**config.mk**
```make
export PLATFORM = sky130hd
export DESIGN_NAME = exu_clmul_div_ctl
export DESIGN_NICKNAME = d
export VERILOG_FILES = /design/src/rtl/exu_clmul_div_ctl_pkg.sv /design/src/rtl/exu_clmul_div_step.sv /design/src/rtl/exu_clmul_div_ctl.sv
export SDC_FILE = /design/constraint.sdc
export NUM_CORES = 1
export LEC_CHECK = 0
export ABC_AREA = 1
export BUFFER_PORTS_ARGS = -buffer_cell sky130_fd_sc_hd__buf_2
export CORE_MARGIN = 2
export CORE_UTILIZATION = 50
export CTS_CLUSTER_DIAMETER = 120
export DETAILED_ROUTE_END_ITERATION = 6
export PLACE_DENSITY = 0.72
export REMOVE_ABC_BUFFERS = 1
export SLEW_MARGIN = 10
export SYNTH_ARGS = -nofsm -noshare
export SYNTH_HDL_FRONTEND = slang
export SYNTH_SLANG_ARGS = --single-unit
```
**constraint.sdc**
```tcl
create_clock -name clk -period 3.1 [get_ports clk]
set_input_delay 0.93 -clock clk [delete_from_list [all_inputs] [get_ports clk]]
set_output_delay 0.93 -clock clk [all_outputs]
set_load 0.005 [all_outputs]
```
**src/rtl/exu_clmul_div_ctl_pkg.sv**
```systemverilog
// Shared types and helpers for the carry-less (GF(2)) polynomial divider.
package exu_clmul_div_ctl_pkg;

    localparam int XLEN  = 32;
    localparam int DEG_W = 5;
    localparam int CNT_W = 6;

    // Request packet as decode would hand it over.
    typedef struct packed {
        logic valid;
        logic rem;
    } clmul_div_pkt_t;

    // Index of the highest set coefficient; 0 for a zero polynomial.
    function automatic logic [DEG_W-1:0] poly_deg(input logic [XLEN-1:0] p);
        poly_deg = '0;
        for (int k = 0; k < XLEN; k++) begin
            if (p[k]) poly_deg = DEG_W'(k);
        end
    endfunction

    // Number of RUN cycles needed to retire quotient bits dg..31, k bits per cycle.
    function automatic logic [CNT_W-1:0] run_cycles(input logic [DEG_W-1:0] dg, input int k);
        run_cycles = CNT_W'((XLEN - int'(dg) + k - 1) / k);
    endfunction

endpackage

```
**src/rtl/exu_clmul_div_step.sv**
```systemverilog
// Combinational K-bit slice of GF(2) long division: retires quotient bits i, i-1, ... i-K+1.
module exu_clmul_div_step
    import exu_clmul_div_ctl_pkg::*;
#(
    parameter int K = 1
) (
    input  logic [XLEN-1:0]  r,
    input  logic [XLEN-1:0]  d,
    input  logic [DEG_W-1:0] dg,
    input  logic [CNT_W-1:0] i,
    input  logic [XLEN-1:0]  q,
    output logic [XLEN-1:0]  r_nxt,
    output logic [XLEN-1:0]  q_nxt
);

    always_comb begin
        int idx;
        // NOTE: every output gets a default before the loop so no latch is inferred.
        r_nxt = r;
        q_nxt = q;
        for (int j = 0; j < K; j++) begin
            idx = int'(i) - j;
            // Positions below deg(d) are no-ops; this absorbs the final partial group.
            if (idx >= int'(dg) && idx < XLEN && r_nxt[idx[DEG_W-1:0]]) begin
                r_nxt = r_nxt ^ (d << (idx - int'(dg)));
                q_nxt[DEG_W'(idx - int'(dg))] = 1'b1;
            end
        end
    end

endmodule

```
**src/rtl/exu_clmul_div_ctl.sv**
```systemverilog
// Iterative carry-less polynomial divider; returns quotient or remainder of a / b over GF(2).
module exu_clmul_div_ctl
    import exu_clmul_div_ctl_pkg::*;
#(
    parameter int K = 1
) (
    input  logic            clk,
    input  logic            rst_l,
    input  logic            scan_mode,
    input  logic            valid,
    input  logic            rem,
    input  logic [XLEN-1:0] a,
    input  logic [XLEN-1:0] b,
    input  logic            flush,
    input  logic            freeze,
    output logic            busy,
    output logic            finish,
    output logic [XLEN-1:0] out
);

    typedef enum logic [1:0] {IDLE, NORM, RUN, DONE} state_t;

    state_t          state, state_nxt;
    clmul_div_pkt_t  req;
    logic [XLEN-1:0] r_q, d_q, q_q;
    logic [XLEN-1:0] r_nxt, q_nxt;
    logic            rem_q;
    logic [DEG_W-1:0] dg_q;
    logic [CNT_W-1:0] i_q, cnt_q;
    logic            take, advance, data_en, d_zero;

    assign req     = '{valid: valid, rem: rem};
    assign take    = (state == IDLE) & req.valid & ~flush & ~freeze;
    assign advance = ~flush & ~freeze;
    assign d_zero  = (d_q == '0);
    // Mirrors the clock-header enable: data flops only move while a request is live.
    assign data_en = ((valid | busy) & ~freeze) | scan_mode;

    exu_clmul_div_step #(.K(K)) u_step (
        .r     (r_q),
        .d     (d_q),
        .dg    (dg_q),
        .i     (i_q),
        .q     (q_q),
        .r_nxt (r_nxt),
        .q_nxt (q_nxt)
    );

    // NOTE: the state flop runs on the ungated clock so flush can always return it to IDLE.
    always_ff @(posedge clk or negedge rst_l) begin
        if (!rst_l) state <= IDLE;
        else        state <= state_nxt;
    end

    always_comb begin
        state_nxt = state;
        busy      = 1'b0;
        finish    = 1'b0;
        case (state)
            IDLE: if (take) state_nxt = NORM;
            NORM: begin
                busy = 1'b1;
                if (advance) state_nxt = d_zero ? DONE : RUN;
            end
            RUN: begin
                busy = 1'b1;
                if (advance && cnt_q == CNT_W'(1)) state_nxt = DONE;
            end
            DONE: begin
                finish = ~flush;
                if (advance) state_nxt = IDLE;
            end
            default: state_nxt = IDLE;
        endcase
        if (flush) state_nxt = IDLE;
    end

    // NOTE: sequential state uses non-blocking assignments only.
    always_ff @(posedge clk or negedge rst_l) begin
        if (!rst_l) begin
            r_q   <= '0;
            d_q   <= '0;
            q_q   <= '0;
            rem_q <= 1'b0;
            dg_q  <= '0;
            i_q   <= '0;
            cnt_q <= '0;
            out   <= '0;
        end else if (data_en) begin
            case (state)
                IDLE: if (take) begin
                    r_q   <= a;
                    d_q   <= b;
                    rem_q <= req.rem;
                    q_q   <= '0;
                end
                NORM: if (advance) begin
                    dg_q  <= poly_deg(d_q);
                    i_q   <= CNT_W'(XLEN - 1);
                    cnt_q <= run_cycles(poly_deg(d_q), K);
                    if (d_zero) out <= rem_q ? r_q : q_q;
                end
                RUN: if (advance) begin
                    r_q   <= r_nxt;
                    q_q   <= q_nxt;
                    i_q   <= i_q - CNT_W'(K);
                    cnt_q <= cnt_q - CNT_W'(1);
                    if (cnt_q == CNT_W'(1)) out <= rem_q ? r_nxt : q_nxt;
                end
                default: ;
            endcase
        end
    end

endmodule

```
==> flow_metrics.py <==
metrics = {
    "status": {
        "status": "finished with violations",
        "violations": "setup timing",
    },
    "timing": {
        "setup_slack_ps": -192,
        "finalMaxSlewViolations": 0,
        "max_slew_margin_pct": 56.7,
        "rsz0062_at_grt": "true",
        "hold_ws_ps": 438,
        "setup_viol": 44,
        "period_share_pct": 106,
        "hold_viol_final": 0,
        "tightest_slew_ps": 648,
        "fmax_mhz": 304,
        "fin_setup_tns_ps": -3470,
        "fin_skew_ps": 14.5,
        "layout_min_cycle_time_ps": 3290,
    },
    "finish": {
        "post-route-util_pct": 67.4,
        "drive_above_1_share_pct": 29.7,
        "area_growth_syn_to_layout_pct": 31.4,
        "n_antenna_cell": 0,
        "nNetsFinal": 1598,
        "final_cell_mix": "259 x nand2_1, 147 x dfrtp_1, 138 x inv_1, 125 x buf_4, 103 x buf_2",
        "fillers": 1613,
        "final_common_cell": "nand2_1",
    },
    "synthesis": {
        "synth_area_um2": 9620,
        "synth-edff-count": 0,
        "synth_top_cells_by_area": "dfrtp_1 38%, nand2_1 11%, o21ai_0 7.3%, inv_1 5.7%, nor2_1 4.8%",
        "synth_seq_cells": 148,
        "synth_fa_ha_area_share_pct": 2.03,
        "ys.flop_type": "dfrtp_1",
        "synthMuxAreaShare_pct": 1.56,
        "synth_simple_gate_area_share_pct": 20.7,
        "synth_compound_area_share_pct": 23.9,
        "synthDistinctLibCells": 54,
        "yosysTopAreaCell": "dfrtp_1",
        "postSynth.asyncResetShare_pct": 100,
        "yosysTopAreaCellShare_pct": 38.5,
        "yosysWarnings": 0,
        "synth_top_family_by_area": "compound AO/OA/AOI/OAI gates",
        "ys_seq_area_share_pct": 38.5,
        "avgSynthCellArea_um2": 7.32,
        "synth-xor-area-share_pct": 3.46,
        "syn_inst": 1315,
    },
    "clock_tree": {
        "clockBufferDepth": 2,
        "root_buffer": "clkbuf_16",
        "cts_made_buffers": 17,
        "clk_pin_slew_ps": 70,
        "htreeDepth": 4,
        "clock_latency_ps": 430,
        "cts.sinks": 148,
        "cts_tree": "done",
    },
    "critical_path": {
        "cpLargestDelayFamily": "compound AO/OA/AOI/OAI gates",
        "path_cells": "clkinv_4 > ha_4 > inv_2 > fa_2 > nand3_2 > nor2_2 > nor3_2 > o21a_4 > buf_8 > buf_12 > nor2_4 > nand2_1 > o21ai_2 > mux2i_2 > mux2i_2 > nand2_1 > o21ai_2 > o221ai_2 > xor2_1 > or2_1 > a31oi_1",
        "slowest_delay_ps": 410,
        "end_kind": "register",
        "crit_slowest_cell": "dfrtp_1",
        "cp_max_fo": 6,
        "critPathRequiredTime_ps": 3400,
        "critical_path_class": "reg -> reg",
        "start_kind": "register",
        "arrival_ps": 3600,
        "path_buf_inv": 4,
    },
    "grt": {
        "grt_max_degree": 65,
        "antenna_found_initial": 0,
        "grt_pass1_vias": 9423,
        "grt_pass1_wl_um": 48200,
        "gr-total-overflow": 0,
        "gr-usage-all-layers_pct": 30.1,
    },
    "place": {
        "place_hpwl_um": 21500,
        "place_congestion": 0.967,
        "port_buffers": 104,
    },
    "worst_hold_path": {
        "hold_class": "in -> async",
    },
    "die": {
        "die_area_um2": 20400,
        "die_width_um": 143,
        "ios": 105,
        "coreArea_um2": 18800,
        "die_y_um": 143,
        "num_rows": 50,
        "initial_core_util_pct": 51.3,
    },
    "drt": {
        "firstDrtPassIters": 5,
        "via_per_inst": 5.62,
        "vias": 9884,
        "routed_wl_um": 30300,
        "antenna_left": 0,
        "first_iter_violations": 845,
        "route.detailed.drc": 0,
        "avgRoutedWirePerCell_um": 17.2,
    },
    "run": {
        "maxCapViolCount": 0,
    },
}
## final timing paths
| kind | from | to | slack [ps] | cells past startpoint |
|---|---|---|---|---|
| setup / recovery | i_q[0] | out[31] | -190 | 21 |
| hold / removal | rst_l | out[2] | 440 | 1 |
| setup reg to reg | i_q[0] | out[31] | -190 | 21 |
| hold reg to reg | q_q[24] | q_q[24] | 480 | 2 |
| max in group asynchronous | rst_l | i_q[1] | 1990 | 2 |
| min in group clk | q_q[24] | q_q[24] | 480 | 2 |
## cells by family (layout without fill, tap and decap cells)
| family | Yosys count | count (layout) |
|---|---|---|
| XOR/XNOR | 38 | 38 |
| buffers and inverters | 228 | 437 |
| multiplexers | 15 | 15 |
| AO/OA/AOI/OAI | 387 | 387 |
| adder cells (fa/ha/maj) | 15 | 15 |
| flip-flops | 148 | 148 |
| AND/OR/NAND/NOR | 484 | 484 |
## metrics by stage
step                      instances  cell area [um^2]  setup slack [ps]
after floorplan                1243              9270             -1380
after global placement         1698             11100              -425
after detailed placement       1698             11100              -455
after CTS                      1738             12100              -167
after global routing           1758             12600              -399
final                          1758             12600              -192
## synth_stat cells (20+ instances only)
| cell | instances |
|---|---|
| a211oi_1 | 20 |
| a21oi_1 | 72 |
| a22oi_1 | 41 |
| a31oi_1 | 39 |
| clkbuf_1 | 47 |
| dfrtp_1 | 148 |
| inv_1 | 147 |
| nand2_1 | 280 |
| nand3_1 | 36 |
| nor2_1 | 123 |
| o21ai_0 | 141 |
| o21ai_1 | 29 |
| xor2_1 | 37 |
## state kept, by name, summed over array words and instances (netlist names)
register / flops
rem_q: 1
d_q: 32
cnt_q: 6
q_q: 32
r_q: 32
state: 2
dg_q: 5
i_q: 6
out: 32
## timing repair
action / CTS / global route
hold buffers: 0 / 0
pin swaps: 31 / 46
buffers inserted: 13 / 22
setup endpoints to repair: 54 / 68
resized for setup: 117 / 99
gates cloned: 1 / 0
## cell type report
type	count	area, um^2	area share, %
multi-input cells	939	5670	44.8
clock inverters	14	148	1.17
flip-flops and latches	148	3700	29.3
inverters	156	591	4.67
well taps	234	293	2.32
repair buffers	250	1820	14.4
clock buffers	17	425	3.36
## routing by layer
metal | part of all wire [%] | routed length [um] | global-route usage [%] | vias to the layer above
met3 | 6.2 | 1880 | 5.13 | 68
met4 | 3.2 | 965 | 12.4 | 0
li1 | - | - | - | 4811
met2 | 47 | 14400 | 48.2 | 374
met1 | 43 | 13100 | 40.6 | 4631
met5 | 0 | 0 | 0 | -
Power is left out: the tool's default activity adds up to more than one toggle a clock period on the data nets, which glitch-free logic cannot reach.
